`src/rtl/lutram_rd_pkg.sv`:
```
// Shared types and constants for the LUT-RAM bit-stream reader.
package lutram_rd_pkg;

    localparam int ADDR_W    = 7;
    localparam int BYTE_W    = 8;
    localparam int MAX_BYTES = 16;
    localparam int BCNT_W    = $clog2(MAX_BYTES);
    localparam int BIT_W     = $clog2(BYTE_W);

    typedef enum logic [1:0] {
        IDLE  = 2'd0,
        FETCH = 2'd1,
        SEND  = 2'd2
    } state_e;

endpackage

```
`src/rtl/lutram_bit_packer.sv`:
```
// Collects eight 1-bit RAM samples into a byte, in LSB-first or MSB-first placement.
module lutram_bit_packer
    import lutram_rd_pkg::*;
#(
    parameter bit MSB_FIRST = 1'b0
) (
    input  logic              clk_i,
    input  logic              rst_n_i,
    input  logic              clr_i,
    input  logic              sample_i,
    input  logic              bit_i,
    output logic [BYTE_W-1:0] data_o,
    output logic              byte_cmpl_o
);

    logic [BYTE_W-1:0] data_q, data_d;
    logic [BIT_W-1:0]  cnt_q, cnt_d;
    logic [BIT_W-1:0]  pos;

    // MSB-first simply mirrors the bit index within the byte.
    assign pos = MSB_FIRST ? ~cnt_q : cnt_q;

    always_comb begin
        data_d = data_q;
        cnt_d  = cnt_q;
        if (clr_i) begin
            cnt_d = '0;
        end else if (sample_i) begin
            data_d[pos] = bit_i;
            cnt_d       = cnt_q + BIT_W'(1);
        end
    end

    always_ff @(posedge clk_i) begin
        if (!rst_n_i) begin
            data_q <= '0;
            cnt_q  <= '0;
        end else begin
            data_q <= data_d;
            cnt_q  <= cnt_d;
        end
    end

    assign data_o      = data_q;
    // High while the sample being taken is the last one of the byte.
    assign byte_cmpl_o = (cnt_q == BIT_W'(BYTE_W - 1));

endmodule

```
`src/rtl/lutram_stream_reader.sv`:
```
// Streams NUM_BYTES bytes out of a 128x1 async LUT RAM; optional M_PARITY when LUTRAM_RD_PARITY_EN is defined.
module lutram_stream_reader
    import lutram_rd_pkg::*;
#(
    parameter int NUM_BYTES = 16,
    parameter bit MSB_FIRST = 1'b0
) (
    input  logic              CLK,
    input  logic              RST_N,
    input  logic              START,
    input  logic              ABORT,
    output logic [ADDR_W-1:0] A,
    input  logic              O,
    output logic              BUSY,
    output logic              DONE,
    output logic              M_VALID,
    input  logic              M_READY,
    output logic [BYTE_W-1:0] M_DATA,
    output logic              M_LAST
`ifdef LUTRAM_RD_PARITY_EN
    ,
    output logic              M_PARITY
`endif
);

    localparam logic [BCNT_W-1:0] LAST_IDX = BCNT_W'(NUM_BYTES - 1);

    state_e              state_q, state_d;
    logic [ADDR_W-1:0]   addr_q, addr_d;
    logic [BCNT_W-1:0]   bcnt_q, bcnt_d;
    logic                done_q, done_d;
    logic                sample;
    logic                clr;
    logic                byte_cmpl;

    always_comb begin
        state_d = state_q;
        addr_d  = addr_q;
        bcnt_d  = bcnt_q;
        done_d  = 1'b0;
        sample  = 1'b0;
        clr     = 1'b0;
        case (state_q)
            IDLE: begin
                addr_d = '0;
                bcnt_d = '0;
                clr    = 1'b1;
                if (START && !ABORT) begin
                    state_d = FETCH;
                end
            end
            FETCH: begin
                if (ABORT) begin
                    state_d = IDLE;
                    addr_d  = '0;
                    bcnt_d  = '0;
                    clr     = 1'b1;
                end else begin
                    sample = 1'b1;
                    addr_d = addr_q + ADDR_W'(1);
                    if (byte_cmpl) begin
                        state_d = SEND;
                    end
                end
            end
            SEND: begin
                // Abort wins over a handshake in the same cycle.
                if (ABORT) begin
                    state_d = IDLE;
                    addr_d  = '0;
                    bcnt_d  = '0;
                    clr     = 1'b1;
                end else if (M_READY) begin
                    if (bcnt_q == LAST_IDX) begin
                        state_d = IDLE;
                        addr_d  = '0;
                        bcnt_d  = '0;
                        done_d  = 1'b1;
                    end else begin
                        state_d = FETCH;
                        bcnt_d  = bcnt_q + BCNT_W'(1);
                    end
                end
            end
            default: begin
                state_d = IDLE;
                addr_d  = '0;
                bcnt_d  = '0;
                clr     = 1'b1;
            end
        endcase
    end

    always_ff @(posedge CLK) begin
        if (!RST_N) begin
            state_q <= IDLE;
            addr_q  <= '0;
            bcnt_q  <= '0;
            done_q  <= 1'b0;
        end else begin
            state_q <= state_d;
            addr_q  <= addr_d;
            bcnt_q  <= bcnt_d;
            done_q  <= done_d;
        end
    end

    lutram_bit_packer #(
        .MSB_FIRST (MSB_FIRST)
    ) u_packer (
        .clk_i       (CLK),
        .rst_n_i     (RST_N),
        .clr_i       (clr),
        .sample_i    (sample),
        .bit_i       (O),
        .data_o      (M_DATA),
        .byte_cmpl_o (byte_cmpl)
    );

    assign A       = addr_q;
    assign BUSY    = (state_q != IDLE);
    assign DONE    = done_q;
    assign M_VALID = (state_q == SEND);
    assign M_LAST  = (state_q == SEND) && (bcnt_q == LAST_IDX);

`ifdef LUTRAM_RD_PARITY_EN
    // Derived from the registered byte, so it moves only when M_DATA does.
    assign M_PARITY = ^M_DATA;
`endif

endmodule

```
`config.mk`:
```
export PLATFORM = sky130hd
export DESIGN_NAME = lutram_stream_reader
export DESIGN_NICKNAME = d
export VERILOG_FILES = /design/src/rtl/lutram_rd_pkg.sv /design/src/rtl/lutram_bit_packer.sv /design/src/rtl/lutram_stream_reader.sv
export SDC_FILE = /design/constraint.sdc
export NUM_CORES = 1
export LEC_CHECK = 0
export BUFFER_PORTS_ARGS = -buffer_cell sky130_fd_sc_hd__buf_2
export CAP_MARGIN = 0
export CORE_MARGIN = 2
export CORE_UTILIZATION = 53
export DETAILED_ROUTE_END_ITERATION = 6
export MAX_ROUTING_LAYER = met4
export PLACE_DENSITY = 0.83
export SLEW_MARGIN = 20
export SYNTH_ARGS = -nofsm -noshare
export SYNTH_HDL_FRONTEND = slang
export SYNTH_SLANG_ARGS = --single-unit
```
`constraint.sdc`:
```
create_clock -name CLK -period 2.23 [get_ports CLK]
set_input_delay 0.223 -clock CLK [delete_from_list [all_inputs] [get_ports CLK]]
set_output_delay 0.223 -clock CLK [all_outputs]
set_load 0.05 [all_outputs]
```
==> summary.txt <==
Critical Path End Type -> flip-flop
synthesized flop and latch total -> 25
Hold WS -> 165.6 ps
GPL Wtd Cong -> 0.7940
Post-Synth Adder-Cell Area -> 0.07767
total congestion overflow -> 0
status -> completed
simple logic cell fraction of the synthesized area -> 0.2563
Post-DRT Antenna Nets -> 0
IO Count -> 25
overall power -> 0.0008395 W
design area -> 1441 um^2
clk_lat worst skew -> 320 ps
hold crit path type -> in -> reg
nets -> 183
Antenna Cells -> 0
Root Driver -> clkbuf_4
power share of the clock group -> 0.239
Critical Path Source Type -> flip-flop
total routed wirelength -> 2571 um
Netlist cell types -> 34
DP Area -> 1415 um^2
largest net degree at the start of global routing -> 16
Vias per Instance -> 5.398
GRT met1 Usage -> 0.2203
Core Rows -> 17
Netlist Area Pre-Place -> 1289 um^2
Initial DRC Count -> 18
Area growth, synth to finish -> 11.84%
worst-path fanout max -> 15
most frequent cells in the layout -> dfxtp_1, buf_2, nor2_1
clk slew on worst S/H paths -> 130 ps
slew margin rel. -> 0.6599
routing usage on met2 -> 0.3971
Req. time, crit path -> 2440 ps
Fillers -> 206
Critical Path End -> u_packer.data_o[2]
Slew @ Worst Pin -> 510.2 ps
drt first pass iters -> 4
kind of critical path -> reg -> reg
initial antenna violation count -> 0
Num Clock Sinks -> 25
post-synth top area share -> 0.3883
pwr dens -> 582.4 nW/um^2
full die area -> 2842 um^2
Core Box Area -> 2255 um^2
post-cts resize count -> 0
max_cap viols -> 0
Yosys warning count -> 0
Setup crit start -> state_q[1]
cell taking the most area after synthesis -> dfxtp_1
mux share of post-synthesis cell area -> 0.06214
initial core utilization -> 0.5716
fmax -> 0.5235 GHz
Most Used Layer, Global Route -> met2
maximum root-to-sink buffer count -> 2
wire length per cell -> 13.12 um
Hold Vio Cnt, Final -> 0
RSZ-0062 raised after global routing -> no
Setup TNS Final -> 0 ps
power share of the combinational group -> 0.206
Sw Ratio -> 0.3052
xor and xnor area share after synthesis -> 0.05437
r2r endpoint -> u_packer.data_o[2]
drt drc -> 0
DP Wirelength -> 1983 um
global-route track usage on met3 -> 0.05932
DIE HEIGHT -> 53.31 um
Buffers on Ports -> 24
Final Cycle Share -> 0.8566
Post-CTS Setup Bufs -> 0
H-tree levels -> 1
Die X -> 53.31 um
combinational family with the most area after synthesis -> simple AND/OR/NAND/NOR gates
# setup viols final -> 0
first-pass GRT wire length -> 4409 um
Post-Route Utilization -> 0.6393
internal power -> 0.0005833 W
Layout Skew -> 8.354 ps
Seq/Total Area, Yosys -> 0.3883
# hold bufs at CTS -> 0
Psw -> 0.0002562 W
Final min period -> 1910 ps
DR vias -> 1058
leakage power -> 0.6010 nW
FF-to-FF Start -> state_q[1]
vias in the first global route -> 1064
Max IR drop VDD -> 477.6 uV
Max Slew Vio Count -> 0
total CTS buffers -> 3
largest cells by area after synthesis -> dfxtp_1, ha_1, mux2i_1
post-synthesis compound-gate area fraction -> 0.1097
commonest non-fill, non-tap cell in the layout -> dfxtp_1
Cells after Synth -> 146
layout cells sized above 1 -> 0.2143
critical path data arrival time -> 2120 ps
worst reg-to-reg path cell count -> 6
Mean Syn Cell Area -> 8.827 um^2
Sequential Power Share -> 0.555
flop-to-flop setup slack -> 320 ps
CTS tree -> yes
total track usage -> 0.2151
post-synthesis net count -> 160
==> worst max-delay path, cell delays in order, from the launching register on <==
cell and delay, ps:
dfxtp_1 360, inv_1 90, ha_1 480, nor3b_1 490, nand3b_1 160, mux2i_1 170
nor2_1 50
==> power groups by stage <==
stage	Combinational, W	Clock [W]	Sequential [W]
6_report	0.000173	0.000201	0.000466
5_1_grt	0.000191	0.000221	0.000467
4_1_cts	0.000172	0.000207	0.000466
3_5_place_dp	0.000172	0	0.000476
3_3_place_gp	0.000163	0	0.000474
2_1_floorplan	0.000127	0	0.000484
==> cell type report <==
cell class / count / area, um^2 / share of cell area
multi-input combinational: 106 / 721.9 / 0.5009
inverter: 8 / 30.03 / 0.02083
tap: 28 / 35.03 / 0.02431
sequential: 25 / 500.5 / 0.3472
timing repair buffer: 25 / 127.6 / 0.08854
clock buffer: 4 / 26.28 / 0.01823
==> state kept, by name, summed over array words and instances (netlist names) <==
register / cells
state_q: 2
bcnt_q: 4
u_packer.data_o: 8
u_packer.cnt_q: 3
DONE: 1
A: 7
==> cell usage after synthesis (all sizes together) <==
cell type	instances
nand4	2
nand3	9
xnor2	7
nor3	1
nand3b	3
a21o	1
nor4b	1
nor2b	1
or4	2
nand2b	1
nand2	10
or3b	1
or2	1
nand4b	1
mux2i	8
o21ai	3
buf	4
or2b	2
a2111oi	1
xor2	1
nor3b	3
a211oi	1
inv	8
nor2	21
nor4	2
dfxtp	25
a21oi	15
ha	8
clkbuf	3
==> stage by stage <==
step | setup slack, ps | cells
after floorplan | 220.4 | 146
after global placement | 409.5 | 192
after detailed placement | 361.5 | 192
after CTS | 334.2 | 196
after global routing | 90.36 | 196
final | 319.8 | 196
==> cells by family after synthesis <==
family | Yosys count
AO/OA/AOI/OAI | 21
XOR/XNOR | 8
multiplexers | 8
flip-flops | 25
buffers and inverters | 15
AND/OR/NAND/NOR | 61
adder cells (fa/ha/maj) | 8
==> worst min-delay path by stage <==
stage	startpoint	to	cells past startpoint	slack, ps
after CTS	ABORT	DONE	2	170
after global placement	u_packer.data_o[0]	u_packer.data_o[0]	2	450
after floorplan	ABORT	DONE	1	300
final	ABORT	DONE	2	170
after detailed placement	u_packer.data_o[0]	u_packer.data_o[0]	2	450
after global routing	ABORT	DONE	2	170
==> metal layers <==
metal	share of wire	routed length, um
met2	0.53	1353
met5	0	0
met4	0.0082	21
met1	0.41	1061
met3	0.053	135
Power figures use the tool's default switching activity.
